$ cat src/rtl/bsg_piso_tx_pkg.sv
// Shared types and beat-count helper for the bsg_piso_tx transmitter.
// Optional parity beat selected by macro BSG_PISO_TX_PARITY_EN.
package bsg_piso_tx_pkg;

   typedef enum logic [0:0] {
      IDLE = 1'b0,
      SEND = 1'b1
   } bsg_piso_tx_state_e;

   // Beats emitted per accepted word, including the parity beat when enabled.
   function automatic int bsg_piso_tx_beats(input int els_p);
`ifdef BSG_PISO_TX_PARITY_EN
      return els_p + 32'sd1;
`else
      return els_p;
`endif
   endfunction

endpackage

$ cat src/rtl/bsg_piso_tx_chk.sv
// Protocol checker for bsg_piso_tx: the consumer may only take a beat that is valid.
// Parity configuration (BSG_PISO_TX_PARITY_EN) does not affect this rule.
module bsg_piso_tx_chk (
   input logic clk_i,
   input logic reset_i,
   input logic valid_o,
   input logic yumi_i
);

   yumi_needs_valid: assert property (@(posedge clk_i) disable iff (reset_i) yumi_i |-> valid_o)
      else $error("bsg_piso_tx: yumi_i asserted while valid_o is low");

endmodule

$ cat src/rtl/bsg_piso_tx_ctr.sv
// Beat counter for bsg_piso_tx: clear on word accept, increment per consumed beat,
// saturating at the last beat and flagging it. Parity beat via BSG_PISO_TX_PARITY_EN.
module bsg_piso_tx_ctr
   import bsg_piso_tx_pkg::*;
#(
   parameter int els_p = 4
) (
   input  logic clk_i,
   input  logic reset_i,
   input  logic clear_i,
   input  logic incr_i,
   output logic last_o
);

   localparam int cnt_w_lp = $clog2(els_p + 1);
   localparam logic [cnt_w_lp-1:0] last_beat_lp = cnt_w_lp'(bsg_piso_tx_beats(els_p) - 1);
   localparam logic [cnt_w_lp-1:0] one_lp = cnt_w_lp'(1);

   logic [cnt_w_lp-1:0] beat_cnt_r;
   logic                last_s;

   assign last_s = (beat_cnt_r == last_beat_lp);
   assign last_o = last_s;

   // Counter never advances past the last beat; a new word restarts it at zero.
   always_ff @(posedge clk_i or posedge reset_i) begin
      if (reset_i) begin
         beat_cnt_r <= '0;
      end else if (clear_i) begin
         beat_cnt_r <= '0;
      end else if (incr_i && !last_s) begin
         beat_cnt_r <= beat_cnt_r + one_lp;
      end else begin
         beat_cnt_r <= beat_cnt_r;
      end
   end

endmodule

$ cat src/rtl/bsg_piso_tx.sv
// Parallel-in serial-out transmitter: one width_p*els_p word in, els_p beats out, LSB slice first.
// Define BSG_PISO_TX_PARITY_EN to append a parity beat (bit 0 = XOR of the word).
module bsg_piso_tx
   import bsg_piso_tx_pkg::*;
#(
   parameter int width_p = 4,
   parameter int els_p   = 4
) (
   input  logic                       clk_i,
   input  logic                       reset_i,
   input  logic                       valid_i,
   input  logic [width_p*els_p-1:0]   data_i,
   output logic                       ready_and_o,
   output logic                       valid_o,
   output logic [width_p-1:0]         data_o,
   input  logic                       yumi_i
);

   localparam int beats_lp = bsg_piso_tx_beats(els_p);
   localparam int sr_w_lp  = width_p * beats_lp;

   function automatic logic word_parity(input logic [width_p*els_p-1:0] word);
      return ^word;
   endfunction

   bsg_piso_tx_state_e     state_r;
   bsg_piso_tx_state_e     state_n_s;
   logic [sr_w_lp-1:0]     shift_r;
   logic [sr_w_lp-1:0]     load_s;
   logic                   accept_s;
   logic                   advance_s;
   logic                   last_s;
   logic                   ready_s;

   // Ready only ever looks at state and yumi_i, so a word can land on the last beat's edge.
   assign ready_s     = (state_r == IDLE) | ((state_r == SEND) & last_s & yumi_i);
   assign ready_and_o = ready_s;
   assign accept_s    = valid_i & ready_s;
   assign advance_s   = (state_r == SEND) & yumi_i;

   assign valid_o = (state_r == SEND);
   assign data_o  = shift_r[width_p-1:0];

   // Image loaded into the shift register; the parity slice rides above the data slices.
`ifdef BSG_PISO_TX_PARITY_EN
   logic [width_p-1:0] par_beat_s;
   always_comb begin
      par_beat_s    = '0;
      par_beat_s[0] = word_parity(data_i);
      load_s        = {par_beat_s, data_i};
   end
`else
   always_comb begin
      load_s = sr_w_lp'(data_i);
   end
`endif

   // Next-state decode: a fresh word always wins, otherwise the last consumed beat drops to IDLE.
   always_comb begin
      state_n_s = state_r;
      case (state_r)
         IDLE: begin
            if (accept_s) begin
               state_n_s = SEND;
            end else begin
               state_n_s = IDLE;
            end
         end
         SEND: begin
            if (accept_s) begin
               state_n_s = SEND;
            end else if (advance_s && last_s) begin
               state_n_s = IDLE;
            end else begin
               state_n_s = SEND;
            end
         end
         default: begin
            state_n_s = IDLE;
         end
      endcase
   end

   // State register.
   always_ff @(posedge clk_i or posedge reset_i) begin
      if (reset_i) begin
         state_r <= IDLE;
      end else begin
         state_r <= state_n_s;
      end
   end

   // Shift register: load on accept, drop the consumed low slice on each yumi.
   always_ff @(posedge clk_i or posedge reset_i) begin
      if (reset_i) begin
         shift_r <= '0;
      end else if (accept_s) begin
         shift_r <= load_s;
      end else if (advance_s) begin
         shift_r <= shift_r >> width_p;
      end else begin
         shift_r <= shift_r;
      end
   end

   bsg_piso_tx_ctr #(
      .els_p (els_p)
   ) ctr (
      .clk_i   (clk_i),
      .reset_i (reset_i),
      .clear_i (accept_s),
      .incr_i  (advance_s),
      .last_o  (last_s)
   );

   bsg_piso_tx_chk chk (
      .clk_i   (clk_i),
      .reset_i (reset_i),
      .valid_o (valid_o),
      .yumi_i  (yumi_i)
   );

endmodule

$ cat config.mk
export PLATFORM = sky130hd
export DESIGN_NAME = bsg_piso_tx
export DESIGN_NICKNAME = d
export VERILOG_FILES = /design/src/rtl/bsg_piso_tx_pkg.sv /design/src/rtl/bsg_piso_tx_chk.sv /design/src/rtl/bsg_piso_tx_ctr.sv /design/src/rtl/bsg_piso_tx.sv
export SDC_FILE = /design/constraint.sdc
export NUM_CORES = 1
export LEC_CHECK = 0
export CORE_UTILIZATION = 35
export DETAILED_ROUTE_END_ITERATION = 16
export SETUP_SLACK_MARGIN = 0.02
export SLEW_MARGIN = 40
export SYNTH_ARGS = -nofsm -noshare
export SYNTH_HDL_FRONTEND = slang
export SYNTH_HIERARCHICAL = 1
export SYNTH_SLANG_ARGS = --single-unit
$ cat constraint.sdc
create_clock -name clk_i -period 2.1 [get_ports clk_i]
set_clock_uncertainty 0.2 [all_clocks]
set_input_delay 0.525 -clock clk_i [delete_from_list [all_inputs] [get_ports clk_i]]
set_output_delay 0.525 -clock clk_i [all_outputs]
set_load 0.05 [all_outputs]
Word level (Yosys, flattened, before mapping)
Cells that the tools add are included.

cells by class
  add/subtract/negate cells = 1
  multipliers = 0
  divide/modulo/power cells = 0
  $lt $le $gt $ge = 0
  equality and inequality tests = 1
  shifts and indexed selects = 0
  multiplexer cells = 8
  bitwise logic cells = 6
  reduce and logical (&&, ||, !) cells = 5

operators by type and width
  operator                                              count
  two-way mux 16 bit                                    2
  two-way mux 3 bit                                     2
  bitwise AND 1 bit                                     4
  nonzero test 2 bit                                    2
  adder 3 x 1 -> 3 bit (second input constant)          1
  equality test 3 x 2 -> 1 bit (second input constant)  1
  two-way mux 1 bit                                     3
  logical AND 1 bit                                     2
  one-hot mux 1 bit (2 select lines)                    1
  zero test 1 bit                                       1
  NOT 1 bit                                             1
  bitwise OR 1 bit                                      1

word-level totals
  flip-flop bits (word level) = 20
  bits in latches = 0
  bits in writable memories = 0
  bits in read-only memories = 0
  input bits = 20
  output and inout bits = 6
  word-level logic and storage cells = 24
  memories kept = 0

Logic depth before layout (Yosys ltp)
  depth after elaboration = 7
  depth in mapped cells = 6

Hierarchy
The synthesis kept the hierarchy.

modules (own cells, without submodules)
  module           times used  cells each  area an instance (µm²)  seq. area each (µm²)
  bsg_piso_tx      1           96          1056.0                  425.4
  bsg_piso_tx_ctr  1           16          181.4                   75.1

Worst setup path before layout
Ideal clock, no wire load.

  kind = flip-flop to output port
  start = register ctr.beat_cnt_r[0]
  end = output port ready_and_o
  arrival time = 1.256 ns
  slack = 0.119 ns
  stages on the path, launching flop included = 5
  buffers on the path = 0
  cell sequence = dfrtp_1 > ha_1 > ha_1 > a21boi_2 > inv_1

between the ends
  longest elaborated chain between the ends = 4

RTL lines
  what                             RTL line               RTL
  start: declaration               bsg_piso_tx_ctr.sv:19  logic [cnt_w_lp-1:0] beat_cnt_r;
  start signal: assignment         bsg_piso_tx_ctr.sv:32  beat_cnt_r <= beat_cnt_r + one_lp;
  start signal: assignment         bsg_piso_tx_ctr.sv:34  beat_cnt_r <= beat_cnt_r;
  equality test 3 x 2 -> 1 bit     bsg_piso_tx_ctr.sv:22  assign last_s = (beat_cnt_r == last_beat_lp);
  via last_s                       bsg_piso_tx.sv:32      logic last_s;
  bitwise AND 1 bit (2 in series)  bsg_piso_tx.sv:36      assign ready_s = (state_r == IDLE) | ((state_r == SEND) & last_s & yumi_i);
  bitwise OR 1 bit                 bsg_piso_tx.sv:36
  end: declaration                 bsg_piso_tx.sv:13      output logic ready_and_o,

The timed path passes the listed nets, and every way through them passes these cells.

Final worst setup path
Ends and elaborated chain as after synthesis.

==> results.toml <==
[placed_design]
gp_congestion = 0.774
portBuffers = 25
dpl_cell_area_um2 = 1590
dpl.hpwl_um = 1980
pre_cts_ws_ns = -0.129

[logic_synthesis]
syn_area_per_cell_um2 = 11.0
synth_edf_count = 0
yosys_warnings = 6
synth_area_leaders = "dfrtp_1 (40%), mux2i_1 (9.7%), mux2_4 (9.7%), nand2b_1 (6.1%), o22ai_1 (6.1%)"
syn_inst = 112
synth.yosys.seq_area_share_pct = 40.4
syn-cell-area_um2 = 1240
ys.flop_type = "dfrtp_1"
synth_nets = 134
yosys.area.top_type = "dfrtp_1"
synth_seq_cells = 20
synth_top_area_share_pct = 40.4
ys_types = 27
async_reset_ff_share_pct = 100

[timing]
hold_violations = 0
tightestPinTransition_ns = 0.238
max-slew-margin-rel_pct = 84.2
rsz0062_at_grt = "yes"
finalSetupTns_ns = -0.0636
finalCritPeriodShare_pct = 103
maxSlewViolCount = 0
min_period_ns = 2.16
setup_viol = 1
max_freq_ghz = 0.462
setup_ws_ns = -0.0636

[floorplanning]
die_x_um = 61.5
dieArea_um2 = 3780
start_util_pct = 36.8
ios = 26
die_h_um = 61.5
rows = 21
coreArea_um2 = 3360

[cts]
cts_hold_buf = 0
clock_sinks = 20
cts_made_buffers = 3
clkSlewWorstSetupHoldPaths_ns = 0.12
htreeDepth = 1
clk_latency_ns = 0.29
cts-root-buf = "clkbuf_4"
tritoncts = "built"
cts_buffer_depth = 2

[setup_path]
required_ns = 1.37
critPathLaunchType = "flop"
critical_path_arrival_ns = 1.44
worstPathMaxFanout = 2
worstSetupEndpointType = "output port"
critPathKind = "flop to output port"

[routing]
drt_pre_antenna_iters = 4
via_per_inst = 5.12
wl_um = 2760
first_iter_violations = 51
drc_errors = 0
ant_nets = 0
dr_total_vias = 977
wl_per_cell_um = 14.5

[layout]
syn_to_final_growth_pct = 35.3
fill_cells = 330
diodes = 0
layout_commonest_cell = "dfrtp_1"
nets = 168
final_area_um2 = 1670
drive_gt1_share_pct = 29.0
post-route-util_pct = 49.8
final_cell_mix = "dfrtp_1 (20), clkdlybuf4s50_1 (19), buf_4 (15)"

[hold_path]
hp-class = "input port to asynchronous set/reset pin"

[status]
outcome = "finished with violations"
violations = "setup timing"

[power_and_ir_drop]
intPower_mw = 1.16
comb_power_share_pct = 55.1
p_sw_share_pct = 38.5
p_per_area_nw_per_um2 = 1130
clkPwrFrac_pct = 12.1
p_seq_share_pct = 32.9
p_sw_mw = 0.727
ir_drop_mv = 0.536
power.leakage_nw = 0.825

[run]
drv_cap = 0

[global_routing]
antenna_found_initial = 0
grt_first_pass_wirelength_um = 4380
grtUsageTotal_pct = 16.1
grt_pass1_vias = 950
grt-ovfl-total = 0
grt_max_degree = 23
-- worst max-delay path: stages, from the launching register on --
cell,delay [ns]
dfrtp_1,0.42
ha_2,0.21
ha_4,0.17
a21boi_4,0.14
inv_2,0.06
buf_12,0.14
-- final timing paths --
kind	from	to	slack [ns]	cells past startpoint
setup / recovery	ctr/beat_cnt_r[0]$_DFFE_PP0P_	ready_and_o	-0.06	5
hold / removal	reset_i	ctr/beat_cnt_r[1]$_DFFE_PP0P_	0.20	2
setup reg to reg	ctr/beat_cnt_r[0]$_DFFE_PP0P_	ctr/beat_cnt_r[2]$_DFFE_PP0P_	0.09	7
hold reg to reg	shift_r[14]$_DFFE_PP0P_	shift_r[14]$_DFFE_PP0P_	0.32	1
max in group asynchronous	reset_i	shift_r[9]$_DFFE_PP0P_	1.15	3
min in group clk_i	shift_r[14]$_DFFE_PP0P_	shift_r[14]$_DFFE_PP0P_	0.32	1
-- cell families after synthesis --
family                   synth area share, %
buffers and inverters                   6.27
multiplexers                            20.3
AND/OR/NAND/NOR                         15.3
flip-flops                              40.4
adder cells (fa/ha/maj)                 2.02
AO/OA/AOI/OAI                           15.7
-- stage by stage --
step           cells  power [mW]  hold WS [ns]
6_report         191        1.89         0.204
5_1_grt          191        2.02         0.197
4_1_cts          191        1.88         0.200
3_5_place_dp     184        1.60         0.287
3_3_place_gp     184        1.56         0.284
2_1_floorplan    112        1.34        0.0786
-- sequential cells by signal, summed over array words and instances (netlist names) --
register        count
ctr/beat_cnt_r      3
shift_r            16
valid_o             1
-- layout make-up --
class                      count  area, µm²  share of cell area (%)
clock buffer                   4       36.3                    2.17
inverter                       4       15.0                   0.897
multi-input combinational     79        682                    40.7
sequential                    20        500                    29.9
tap                           46       57.6                    3.44
timing repair buffer          38        383                    22.9
-- metal layers --
metal  GRT usage, %  vias to the layer above  wire [µm]
met5              0                        -          0
met1           19.3                      489       1240
met3           1.89                        2         95
met4           4.76                        0         15
met2           30.1                       19       1410
li1               -                      467          -
-- power groups by stage --
stage / registers [mW] / logic [mW] / clock network, mW
6_report: 0.621 / 1.04 / 0.228
5_1_grt: 0.639 / 1.13 / 0.255
4_1_cts: 0.619 / 1.03 / 0.233
3_5_place_dp: 0.634 / 0.966 / 0
3_3_place_gp: 0.621 / 0.939 / 0
2_1_floorplan: 0.615 / 0.725 / 0
-- cells in the mapped netlist (2+ instances only) --
cell type  count
inv_1          4
mux2i_1       12
a22o_1         4
dfrtp_1       20
a21oi_1       12
o22ai_1       12
mux2_4         8
buf_4          5
nor2b_4        2
buf_2          2
ha_1           2
nand2b_2       3
nand2b_1      12
-- what timing repair did --
item	CTS	global route
gates resized for setup	4	1
hold endpoints to repair	0	0
pin swaps	2	1
endpoints found under the setup margin	1	2
setup buffers	3	0
No activity file was read; power rests on OpenSTA's default activity.
